[config.mk]
export PLATFORM = sky130hd
export DESIGN_NAME = alu_share_arbiter
export DESIGN_NICKNAME = d
export VERILOG_FILES = /design/src/rtl/alu_pkg.sv /design/src/rtl/rr_arb2.sv /design/src/rtl/alu_share_arbiter.sv
export SDC_FILE = /design/constraint.sdc
export NUM_CORES = 1
export LEC_CHECK = 0
export ABC_CLOCK_PERIOD_IN_PS = 3100
export BUFFER_PORTS_ARGS = -buffer_cell sky130_fd_sc_hd__buf_2
export CELL_PAD_IN_SITES_DETAIL_PLACEMENT = 0
export CELL_PAD_IN_SITES_GLOBAL_PLACEMENT = 1
export CORE_ASPECT_RATIO = 0.6
export CORE_UTILIZATION = 28
export CTS_BUF_LIST = sky130_fd_sc_hd__clkbuf_16
export DETAILED_ROUTE_END_ITERATION = 10
export PLACE_DENSITY_LB_ADDON = 0.05
export SLEW_MARGIN = 40
export SYNTH_ARGS = -nofsm -noshare
export SYNTH_HDL_FRONTEND = slang
export SYNTH_SLANG_ARGS = --single-unit
export TNS_END_PERCENT = 50
[constraint.sdc]
create_clock -name clk -period 3.1 [get_ports clk]
set_input_delay 0.155 -clock clk [delete_from_list [all_inputs] [get_ports clk]]
set_output_delay 0.155 -clock clk [all_outputs]
set_load 0.1 [all_outputs]
[src/rtl/alu_pkg.sv]
// Shared definitions for the ALU sharing arbiter: control codes, FSM encoding,
// default widths and the control-code legality helper.
package alu_pkg;

    localparam int WIDTH_DEF = 32;
    localparam int CTL_W_DEF = 4;

    localparam logic [3:0] ALU_CTL_AND = 4'b0000;
    localparam logic [3:0] ALU_CTL_OR  = 4'b0001;
    localparam logic [3:0] ALU_CTL_ADD = 4'b0010;
    localparam logic [3:0] ALU_CTL_SUB = 4'b0110;
    localparam logic [3:0] ALU_CTL_SLT = 4'b0111;

    typedef enum logic [1:0] {
        ST_IDLE = 2'd0,
        ST_EXEC = 2'd1,
        ST_RESP = 2'd2
    } state_e;

    function automatic logic ctl_is_legal(input logic [3:0] ctl);
        logic legal;
        case (ctl)
            ALU_CTL_AND, ALU_CTL_OR, ALU_CTL_ADD,
            ALU_CTL_SUB, ALU_CTL_SLT: legal = 1'b1;
            default:                  legal = 1'b0;
        endcase
        return legal;
    endfunction

endpackage

[src/rtl/rr_arb2.sv]
// Two-input round-robin grant; last_grant resets to 1 so requester 0 wins the
// first contest after reset.
module rr_arb2 (
    input  logic clk,
    input  logic rst,
    input  logic valid0,
    input  logic valid1,
    input  logic update,
    output logic grant
);

    logic last_grant_r;

    // Grant selection: sole requester wins, otherwise alternate away from last winner
    always_comb begin
        grant = ~last_grant_r;
        if (valid0 && valid1) begin
            grant = ~last_grant_r;
        end else if (valid0) begin
            grant = 1'b0;
        end else if (valid1) begin
            grant = 1'b1;
        end else begin
            grant = ~last_grant_r;
        end
    end

    // Remember the most recent winner on each accepted request
    always_ff @(posedge clk or posedge rst) begin
        if (rst) begin
            last_grant_r <= 1'b1;
        end else if (update) begin
            last_grant_r <= grant;
        end
    end

endmodule

[src/rtl/alu_share_arbiter.sv]
// Shares one external ALU between two valid/ready requesters (round-robin).
// Optional build macro ALU_OPCHK_EN: reject unsupported control codes with resp_err.
module alu_share_arbiter
    import alu_pkg::*;
#(
    parameter int WIDTH   = WIDTH_DEF,
    parameter int CTL_W   = CTL_W_DEF,
    parameter int ALU_LAT = 1
) (
    input  logic             clk,
    input  logic             rst,
    input  logic             req0_valid,
    output logic             req0_ready,
    input  logic [WIDTH-1:0] req0_a,
    input  logic [WIDTH-1:0] req0_b,
    input  logic [CTL_W-1:0] req0_ctl,
    input  logic             req1_valid,
    output logic             req1_ready,
    input  logic [WIDTH-1:0] req1_a,
    input  logic [WIDTH-1:0] req1_b,
    input  logic [CTL_W-1:0] req1_ctl,
    output logic [WIDTH-1:0] alu_a,
    output logic [WIDTH-1:0] alu_b,
    output logic [CTL_W-1:0] alu_ctl,
    input  logic [WIDTH-1:0] alu_out,
    input  logic             alu_zero,
    output logic             resp_valid,
    input  logic             resp_ready,
    output logic             resp_id,
    output logic [WIDTH-1:0] resp_data,
    output logic             resp_zero,
    output logic             resp_err
);

    localparam int               CNT_W      = 4;
    localparam logic [CNT_W-1:0] LAT_LAST_C = CNT_W'(ALU_LAT - 1);

    state_e           state_r, state_nx_s;
    logic             grant_s, accept_s, illegal_s, lat_done_s;
    logic [WIDTH-1:0] sel_a_s, sel_b_s;
    logic [CTL_W-1:0] sel_ctl_s;
    logic [CNT_W-1:0] lat_cnt_r;
    logic [WIDTH-1:0] alu_a_r, alu_b_r, resp_data_r;
    logic [CTL_W-1:0] alu_ctl_r;
    logic             resp_valid_r, resp_id_r, resp_zero_r;

    rr_arb2 u_arb (
        .clk    (clk),
        .rst    (rst),
        .valid0 (req0_valid),
        .valid1 (req1_valid),
        .update (accept_s),
        .grant  (grant_s)
    );

    // Ready/accept decode and granted-operand select
    always_comb begin
        req0_ready = 1'b0;
        req1_ready = 1'b0;
        if ((state_r == ST_IDLE) && !rst) begin
            req0_ready = !grant_s && req0_valid;
            req1_ready = grant_s && req1_valid;
        end else begin
            req0_ready = 1'b0;
            req1_ready = 1'b0;
        end
        accept_s = req0_ready || req1_ready;
        if (grant_s) begin
            sel_a_s   = req1_a;
            sel_b_s   = req1_b;
            sel_ctl_s = req1_ctl;
        end else begin
            sel_a_s   = req0_a;
            sel_b_s   = req0_b;
            sel_ctl_s = req0_ctl;
        end
        lat_done_s = (lat_cnt_r == LAT_LAST_C);
`ifdef ALU_OPCHK_EN
        illegal_s = !ctl_is_legal(sel_ctl_s[3:0]);
`else
        illegal_s = 1'b0;
`endif
    end

    // FSM state register
    always_ff @(posedge clk or posedge rst) begin
        if (rst) begin
            state_r <= ST_IDLE;
        end else begin
            state_r <= state_nx_s;
        end
    end

    // FSM next-state logic; illegal codes bypass EXEC entirely
    always_comb begin
        state_nx_s = state_r;
        case (state_r)
            ST_IDLE: begin
                if (accept_s) begin
                    state_nx_s = illegal_s ? ST_RESP : ST_EXEC;
                end else begin
                    state_nx_s = ST_IDLE;
                end
            end
            ST_EXEC: begin
                if (lat_done_s) begin
                    state_nx_s = ST_RESP;
                end else begin
                    state_nx_s = ST_EXEC;
                end
            end
            ST_RESP: begin
                if (resp_valid_r && resp_ready) begin
                    state_nx_s = ST_IDLE;
                end else begin
                    state_nx_s = ST_RESP;
                end
            end
            default: state_nx_s = ST_IDLE;
        endcase
    end

    // Operand, latency counter and response registers
    always_ff @(posedge clk or posedge rst) begin
        if (rst) begin
            alu_a_r      <= '0;
            alu_b_r      <= '0;
            alu_ctl_r    <= '0;
            lat_cnt_r    <= 4'd0;
            resp_valid_r <= 1'b0;
            resp_id_r    <= 1'b0;
            resp_data_r  <= '0;
            resp_zero_r  <= 1'b0;
        end else begin
            case (state_r)
                ST_IDLE: begin
                    if (accept_s) begin
                        resp_id_r <= grant_s;
                        lat_cnt_r <= 4'd0;
                        if (illegal_s) begin
                            resp_valid_r <= 1'b1;
                            resp_data_r  <= '0;
                            resp_zero_r  <= 1'b0;
                        end else begin
                            alu_a_r   <= sel_a_s;
                            alu_b_r   <= sel_b_s;
                            alu_ctl_r <= sel_ctl_s;
                        end
                    end
                end
                ST_EXEC: begin
                    if (lat_done_s) begin
                        resp_data_r  <= alu_out;
                        resp_zero_r  <= alu_zero;
                        resp_valid_r <= 1'b1;
                        lat_cnt_r    <= 4'd0;
                    end else begin
                        lat_cnt_r <= lat_cnt_r + 4'd1;
                    end
                end
                ST_RESP: begin
                    if (resp_ready) begin
                        resp_valid_r <= 1'b0;
                    end
                end
                default: begin
                    resp_valid_r <= 1'b0;
                end
            endcase
        end
    end

`ifdef ALU_OPCHK_EN
    logic resp_err_r;

    // Error flag follows the legality of each accepted control code
    always_ff @(posedge clk or posedge rst) begin
        if (rst) begin
            resp_err_r <= 1'b0;
        end else if ((state_r == ST_IDLE) && accept_s) begin
            resp_err_r <= illegal_s;
        end
    end

    assign resp_err = resp_err_r;
`else
    assign resp_err = 1'b0;
`endif

    assign alu_a      = alu_a_r;
    assign alu_b      = alu_b_r;
    assign alu_ctl    = alu_ctl_r;
    assign resp_valid = resp_valid_r;
    assign resp_id    = resp_id_r;
    assign resp_data  = resp_data_r;
    assign resp_zero  = resp_zero_r;

endmodule

==> results of run 1 <==
layer usage:
metal,global-route usage [%],vias up
met5,0,-
met1,22.64,2128
met2,29.99,171
met4,4.337,2
met3,7.184,16
li1,-,2195
worst max-delay path: stages, from the launching register on:
cell,delay (ns)
dfrtp_1,0.44
nor3_2,0.38
o21a_2,0.69
buf_4,0.36
nor2_1,0.06
a21oi_1,0.12
flip-flops by register name (all words and copies together), names as in the netlist:
name and cells:
u_arb.last_grant_r 1, lat_cnt_r 4, alu_ctl 4, alu_a 32, resp_zero 1, resp_id 1
state_r 2, resp_data 32, alu_b 32, resp_valid 1
cell families after synthesis:
| group | after synthesis |
|---|---|
| other | 1 |
| AOI/OAI and AO/OA | 153 |
| adders and majority gates | 2 |
| DFF | 110 |
| muxes | 33 |
| and+or+nand+nor | 160 |
| buffers and inverters | 37 |
timing repair:
item | 4_1_cts | 5_1_grt
endpoints found under the hold margin | 71 | 0
setup endpoints to repair | 0 | 0
hold buffers | 1 | 0
placed cells by master (no fill, tap or decap), types with 4 or more instances in the layout:
cell and n:
o21ai_0 6, nor2_1 71, clkbuf_16 9, a21oi_1 129
nand2_1 77, mux2_2 33, a21oi_2 10, nand2b_1 4
dfrtp_1 109, buf_2 278
area by class of cell:
class | count | area share (%)
clock inverters | 7 | 1.490
flip-flops and latches | 110 | 40.48
well taps | 228 | 4.193
clock buffers | 9 | 3.311
multi-input cells | 349 | 27.75
diodes | 1 | 0.03679
inverters | 4 | 0.2943
repair buffers | 287 | 22.44
worst max path at each step:
stage,to,slack [ns],depth (start not counted)
after floorplan,alu_a[0]$_DFFE_PP0P_,0.04,1
after global placement,alu_b[22]$_DFFE_PP0P_,0.98,5
after detailed placement,alu_a[19]$_DFFE_PP0P_,0.94,5
after CTS,alu_a[19]$_DFFE_PP0P_,0.93,5
after global routing,alu_a[18]$_DFFE_PP0P_,0.75,5
final,alu_a[16]$_DFFE_PP0P_,0.98,5
per-stage QoR:
step / cells / hold WS (ns) / utilization, %
finish: 995 / 0.02391 / 41.15
global route: 994 / 0.01124 / 41.14
CTS: 994 / 0.006459 / 41.11
detailed placement: 977 / 0.3658 / 39.07
global placement: 975 / 0.3853 / 38.80
floorplan: 496 / 0.2808 / -
==> metrics, run 1 <==
Final min period 2.118 ns; post-synthesis cell count around 500; Max clock buf depth 2; core area 16530 sq um; clock sink count 110; CTS tree yes; die width 171.5 um; Worst Path Max Fanout 30; Ports 280; Final Hold Fails 0; FMAX 472.2 MHz; complex-gate fraction of the synthesized area 17.08%; post-route cell area 6803 sq um; YS warnings 0; top cells by instance count after synthesis a21oi_1 (129), dfrtp_1 (109), nand2_1 (77); worst slew margin relative to its limit 47.67%; largest net degree at the start of global routing 74; worst min path class input port to flip-flop; Post-synth EDFFs 0; clock transition at the registers of the reported paths 0.08 ns; WS Path Type flip-flop to flip-flop; post-CTS setup buffers 0; Final setup violation count 0; Worst-Margin Slew about 0.78 ns; Die ar. about 18000 sq um; reg-to-reg endpoint alu_a[16]$_DFFE_PP0P_; Synth Area in XOR/XNOR 0%; outcome complete, no violations; Final HPWL DP approximately 12000 um; sequential area share after synthesis 57.04%; Max-Cap Viols 0; met2 WL 7381 um; R2R Path Start state_r[0]$_DFF_PP0_; vias post-DR 4512; Yosys cell types 30; fin. max-slew vios 0; syn_nets 672; Final nets 937; Clk Latency, worst-skew pair between 0.3 and 0.4 ns; num rows 36; simple-gate portion of the synthesized area between 10% and 20%; FF+latch count, synth 110; post-placement cell area 6459 sq um; WL met3 ~1500 um; TritonRoute pass-1 iters 6; global-route wire length before repair 25140 um; main combinational cell family by area after synthesis compound AO/OA/AOI/OAI gates; multiplexer area fraction after synthesis 7.696%; mapped cell area 4828 sq um; CTS resizes 0; vias in the first global route 4654; Avg Cell Area, Syn 9.735 sq um; Post-Route M1 WL a little under 7000 um; GR Util All Layers 18.38%; Setup WS pre-CTS 0.9417 ns; Yosys top cell by area dfrtp_1; GPL Wtd Cong 0.7570; total negative slack 0 ns; initial antenna violation count 3; top-count cell post-synth a21oi_1; CP startpoint state_r[0]$_DFF_PP0_; clock skew 0.01180 ns; RSZ-0062 raised after global routing no; Initial DRC Count 245; P&R area growth vs syn 40.89%; Fill cells between 1.5k and 2k; hold path depth 3; Top Metal Used met5; Starting Density 29.21%; top cell type's share of synthesized area between 50 and 60%; crit end category flip-flop; R2R depth 5; grt ovf 0; post-synthesis adder-cell area fraction less than 1%; worst path arrival time 2.39 ns; DRC Markers 0; async set or reset register ratio after synthesis 100.0%; Area contributors post-synth dfrtp_1 (56%), a21oi_1 (13%), mux2_2 (7.7%); Die Y 103.7 um; setup slack, reg-to-reg between 0.9 and 1 ns; fin crit share between 60% and 70%; hold path start req0_b[22]; Reg area 2754 sq um; number of CTS-inserted buffers 9; CTS Root Buffer Type clkbuf_16; Final ANT Viol Nets 0; drt wl/cell 16.11 um; area of the multi-input gates about 1900 sq um; required time of the critical path roughly 3.4 ns; fraction of layout cells with a size suffix above 1 46.21%; CP Launch Type flip-flop; Vias per Instance 4.535; I/O Buffers 278; H-tree levels 3; ys flop type dfrtp_1; fin worst setup slack 0.9822 ns; Routed WL 16030 um; hold path endpoint alu_b[22]$_DFFE_PP0P_
Power of run 1 is not shown: default switching activity piles up to over one toggle a cycle in this logic, so the estimate is an artifact.
==> run 2, diff against run 1 <==
ABC_CLOCK_PERIOD_IN_PS = 1900   (was 3100)
clock period = 1.9 ns   (was 3.1 ns; I/O delays follow)
==> metrics, run 2 (synthesized netlist as in run 1, its figures left out) <==
Final nets 1043 (was 937); R2R depth 6 (was 5); WS Path Type flip-flop to primary output (was flip-flop to flip-flop); Reg area 2754 sq um (unchanged); TritonRoute pass-1 iters 4 (was 6); Max-Cap Viols 0 (unchanged); Die ar. 17790 sq um (unchanged); num rows 36 (unchanged); clock sink count 110 (unchanged); crit end category primary output (was flip-flop); most frequent cells in the layout buf_2 (276), a21oi_1 (128), dfrtp_1 (109), dlygate4sd3_1 (102), nand2_1 (77) (was buf_2 (278), a21oi_1 (129), dfrtp_1 (109), nand2_1 (77), nor2_1 (71)); outcome complete, no violations (unchanged); clock skew 0.01352 ns (was 0.01180 ns); hold path endpoint alu_a[4]$_DFFE_PP0P_ (was alu_b[22]$_DFFE_PP0P_); worst path arrival time 1.64 ns (was 2.39 ns); drt wl/cell 14.70 um (was 16.11 um); fin crit share 91.10%; GR Util All Layers 18.21% (was 18.38%); number of CTS-inserted buffers 9 (unchanged); hold path depth 3 (unchanged); Final Hold Fails 0 (unchanged); Vias per Instance 4.490 (was 4.535); clock transition at the registers of the reported paths 0.09 ns (was 0.08 ns); Final Non-Filler Cells 1101 (was 995); Final ANT Viol Nets 0 (unchanged); area of the multi-input gates 1893 sq um (was 1888 sq um); vias post-DR 4943 (was 4512); setup slack, reg-to-reg 0.22 ns (was 0.98 ns); hold path start req1_a[4] (was req0_b[22]); P&R area growth vs syn 63.28% (was 40.89%); grt ovf 0 (unchanged); commonest non-fill, non-tap cell in the layout buf_2 (unchanged); Final min period 1.731 ns; CTS Root Buffer Type clkbuf_16 (unchanged); Final HPWL DP 11410 um (was 11510 um); Starting Density 29.21% (unchanged); largest net degree at the start of global routing 48 (was 74); GPL Wtd Cong 0.7530 (was 0.7570); vias in the first global route 5030 (was 4654); required time of the critical path 1.80 ns (was 3.37 ns); reg-to-reg endpoint resp_data[17]$_DFFE_PP0P_ (was alu_a[16]$_DFFE_PP0P_); DRC Markers 0 (unchanged); Die Y 103.7 um (unchanged); H-tree levels 3 (unchanged); CTS tree yes (unchanged); core area 16530 sq um (unchanged); initial antenna violation count 2 (was 3); Ports 280 (unchanged); Final setup violation count 0 (unchanged); RSZ-0062 raised after global routing no (unchanged); Final Util 47.69% (was 41.15%); global-route wire length before repair 25540 um (was 25140 um); Initial DRC Count 251 (was 245); I/O Buffers 278 (unchanged); Fill cells 1627 (was 1706); Routed WL 16190 um (was 16030 um); post-CTS setup buffers 0 (unchanged); Final Hold Slack 0.03137 ns (was 0.02391 ns); fraction of layout cells with a size suffix above 1 41.28% (was 46.21%); R2R Path Start lat_cnt_r[0]$_DFFE_PP0P_ (was state_r[0]$_DFF_PP0_); Worst Path Max Fanout 6 (was 30); fin. max-slew vios 0 (unchanged); FMAX 577.8 MHz; worst min path class input port to flip-flop (unchanged); Clk Latency, worst-skew pair 0.35 ns (about the same); die width 171.5 um (unchanged); CP Launch Type flip-flop (unchanged); worst slew margin relative to its limit 59.27% (was 47.67%); Worst-Margin Slew 0.6097 ns (was 0.7849 ns); Max clock buf depth 2 (unchanged); Placed Cells 982 (was 977)
==> run 2: changes by cell type in the layout (fill, tap and decap cells not counted), sizes merged <==
cell / before / now
inv: 7 / 6
bufinv: 2 / 1
buf: 286 / 291
dlygate4sd3: 1 / 102
clkinvlp: 1 / 3
==> run 2: per-layer routing <==
metal	track usage [%]	part of all wire [%]	vias to the layer above
met5	0	0	-
met4	3.890	1.0	0
met3	5.961	8.0	12
met2	31.49	47	168
met1	21.83	44	2359
li1	-	-	2404
==> run 2: worst max path at each step <==
stage	startpoint	endpoint	slack (ns)	cells past startpoint
final	state_r[0]$_DFF_PP0_	req0_ready	0.17	4
after global routing	state_r[0]$_DFF_PP0_	req0_ready	0.04	4
after CTS	state_r[0]$_DFF_PP0_	req1_ready	0.01	4
after detailed placement	lat_cnt_r[0]$_DFFE_PP0P_	resp_data[17]$_DFFE_PP0P_	0.22	6
after global placement	lat_cnt_r[0]$_DFFE_PP0P_	resp_data[11]$_DFFE_PP0P_	0.28	6
after floorplan	state_r[0]$_DFF_PP0_	resp_id$_DFFE_PP0P_	-0.55	4
==> run 2: final cells by class <==
cell class | count | area share [%]
timing repair buffer | 393 | 33.17
inverter | 4 | 0.2381
clock buffer | 9 | 2.857
multi-input combinational | 349 | 24.01
clock inverter | 7 | 1.143
antenna | 1 | 0.03174
tap | 228 | 3.618
sequential | 110 | 34.93
==> run 2: repair_timing <==
item / CTS / global route
gates resized for setup: 0 / 2
endpoints found under the hold margin: 119 / 0
setup endpoints to repair: 0 / 2
hold buffers: 102 / 0
==> run 2: worst max-delay path, cell delays in order (launching register included) <==
cell	delay, ns
dfrtp_1	0.45
nor3_4	0.30
nand2_1	0.14
nor2_1	0.19
buf_12	0.20
==> run 2: stage by stage <==
stage | setup WS, ns | TNS [ns] | cell area (sq um)
after floorplan | -0.5475 | -1.282 | 4832
after global placement | 0.2764 | 0 | 6535
after detailed placement | 0.2223 | 0 | 6535
after CTS | 0.01037 | 0 | 7871
after global routing | 0.04450 | 0 | 7884
final | 0.1692 | 0 | 7884
Power of run 2 is left out for the same reason.
==> run 3, diff against run 2 <==
--- a/config.mk
+++ b/config.mk
@@ -13,4 +13,5 @@
 export CORE_UTILIZATION = 28
 export CTS_BUF_LIST = sky130_fd_sc_hd__clkbuf_16
+export CTS_CLUSTER_SIZE = 28
 export DETAILED_ROUTE_END_ITERATION = 10
 export PLACE_DENSITY_LB_ADDON = 0.05
@@ -19,3 +20,2 @@
 export SYNTH_HDL_FRONTEND = slang
 export SYNTH_SLANG_ARGS = --single-unit
-export TNS_END_PERCENT = 50
==> constraint.sdc (replaced) <==
create_clock -name clk -period 1.9 [get_ports clk]
set_input_delay 0.285 -clock clk [delete_from_list [all_inputs] [get_ports clk]]
set_output_delay 0.285 -clock clk [all_outputs]
set_load 0.1 [all_outputs]
==> metrics, run 3 (synthesized netlist as in run 1, its figures left out) <==
outcome complete, no violations (unchanged); Vias per Instance 4.588 (was 4.490); commonest non-fill, non-tap cell in the layout buf_2 (unchanged); cell family with most CP delay flip-flops (was simple AND/OR/NAND/NOR gates); Final nets 940 (was 1043); FMAX 558.4 MHz (was 577.8 MHz); global-route wire length before repair 24720 um (was 25540 um); I/O Buffers 278 (unchanged); Hold Buf Count CTS 0 (was 102); GPL Wtd Cong 0.7541 (was 0.7530); fraction of layout cells with a size suffix above 1 46.81% (was 41.28%); Routed WL 15820 um (was 16190 um); initial antenna violation count 3 (was 2); Fill cells 1688 (was 1627); CTS Root Buffer Type clkbuf_16 (unchanged); fin crit share 94.25% (was 91.10%); Max-Cap Viols 0 (unchanged); Max clock buf depth 2 (unchanged); number of CTS-inserted buffers 9 (unchanged); clock transition at the registers of the reported paths 0.08 ns (was 0.09 ns); Die Y 103.7 um (unchanged); Worst Path Max Fanout 6 (unchanged); WS Path Type flip-flop to primary output (unchanged); Worst path max stage delay 0.45 ns (about the same); Final Hold Fails 0 (unchanged); drt wl/cell 15.85 um (was 14.70 um); Initial DRC Count 275 (was 251); Clk Latency, worst-skew pair 0.34 ns (was 0.35 ns); worst min path class input port to async pin (was input port to flip-flop); TritonRoute pass-1 iters 4 (unchanged); H-tree levels 3 (unchanged); worst-path cell chain nor3_4, nand2_1, a21oi_2, buf_12 (was nor3_4, nand2_1, nor2_1, buf_12); Die ar. 17790 sq um (unchanged); fin. max-slew vios 0 (unchanged); DRC Markers 0 (unchanged); CTS tree yes (unchanged); clock sink count 110 (unchanged); worst path arrival time 1.51 ns (was 1.64 ns); core area 16530 sq um (unchanged); Final setup violation count 0 (unchanged); grt ovf 0 (unchanged); CP Launch Type flip-flop (unchanged); required time of the critical path 1.62 ns (was 1.80 ns); most frequent cells in the layout buf_2 (276), a21oi_1 (128), dfrtp_1 (109), nand2_1 (77), nor2_1 (70) (was buf_2 (276), a21oi_1 (128), dfrtp_1 (109), dlygate4sd3_1 (102), nand2_1 (77)); slowest cell on the critical path dfrtp_1 (unchanged); Final Non-Filler Cells 998 (was 1101); Final HPWL DP 11420 um (was 11410 um); crit end category primary output (unchanged); Final min period 1.791 ns (was 1.731 ns); die width 171.5 um (unchanged); GR Util All Layers 17.78% (was 18.21%); Worst-Margin Slew 0.7233 ns (was 0.6097 ns); Starting Density 29.21% (unchanged); num rows 36 (unchanged); P&R area growth vs syn 43.43% (was 63.28%); Placed Cells 980 (was 982); Buf+Inv Stages, Crit Path 1 (unchanged); clock skew 0.008497 ns (was 0.01352 ns); Ports 280 (unchanged); Final ANT Viol Nets 0 (unchanged); worst slew margin relative to its limit 51.60% (was 59.27%); Final Hold Slack 0.06885 ns (was 0.03137 ns); vias post-DR 4579 (was 4943); RSZ-0062 raised after global routing no (unchanged); largest net degree at the start of global routing 69 (was 48); total negative slack 0 ns (unchanged); vias in the first global route 4676 (was 5030)
## run 3: cell count changes in the layout (fill, tap and decap cells not counted), sizes merged
cell / delta
clkinvlp: -1
inv: -1
dlygate4sd3: -102
buf: -1
bufinv: +1
clkinv: +1
## run 3: worst reg2reg max path, delay by kind of cell, from the launching register on
family        cells  cell delay (ns)
simple gates      2             0.44
flops             1             0.42
mux               1             0.31
buf+inv           2             0.27
fa+ha+maj         1             0.15
## run 3: metrics by stage
step | area, sq um | setup slack, ns | util [%]
3_3_place_gp | 6569 | 0.2370 | 39.74
3_5_place_dp | 6569 | 0.2042 | 39.74
4_1_cts | 6923 | 0.07733 | 41.88
2_1_floorplan | 4843 | 0.003970 | -
5_1_grt | 6923 | 0.01155 | 41.88
6_report | 6925 | 0.1093 | 41.89
## run 3: per-layer routing
layer	share of wire (%)	track usage, %	up-vias
met2	47	29.18	165
met5	0.20	0	-
met3	9.5	6.993	14
met1	43	22.05	2196
met4	0.77	3.316	4
li1	-	-	2200
## run 3: final cells by class
| type | count | area (sq um) | area share [%] |
|---|---|---|---|
| clock inverter | 7 | 115.1 | 1.662 |
| inverter | 4 | 18.77 | 0.2710 |
| timing repair buffer | 290 | 1624 | 23.45 |
| sequential | 110 | 2754 | 39.77 |
| tap | 228 | 285.3 | 4.119 |
| antenna | 1 | 2.502 | 0.03613 |
| clock buffer | 9 | 225.2 | 3.252 |
| multi-input combinational | 349 | 1901 | 27.44 |
## run 3: path summary, 6_finish.rpt
kind / endpoint / slack [ns] / from / depth (start not counted)
worst max-delay path: req1_ready / 0.11 / state_r[1]$_DFF_PP0_ / 4
worst min-delay path: alu_a[17]$_DFFE_PP0P_ / 0.07 / rst / 2
worst max register to register: resp_data[29]$_DFFE_PP0P_ / 0.20 / lat_cnt_r[0]$_DFFE_PP0P_ / 6
worst min register to register: resp_id$_DFFE_PP0P_ / 0.50 / resp_id$_DFFE_PP0P_ / 1
max in group asynchronous: u_arb.last_grant_r$_DFFE_PP1P_ / 1.23 / rst / 3
min in group clk: alu_b[18]$_DFFE_PP0P_ / 0.16 / req0_b[18] / 3
## run 3: repair_timing
item                                    CTS  global route
endpoints found under the setup margin    2             0
setup buffers                             1             0
resized for setup                         1             0
endpoints found under the hold margin     0             0
Power of run 3 is left out for the same reason.
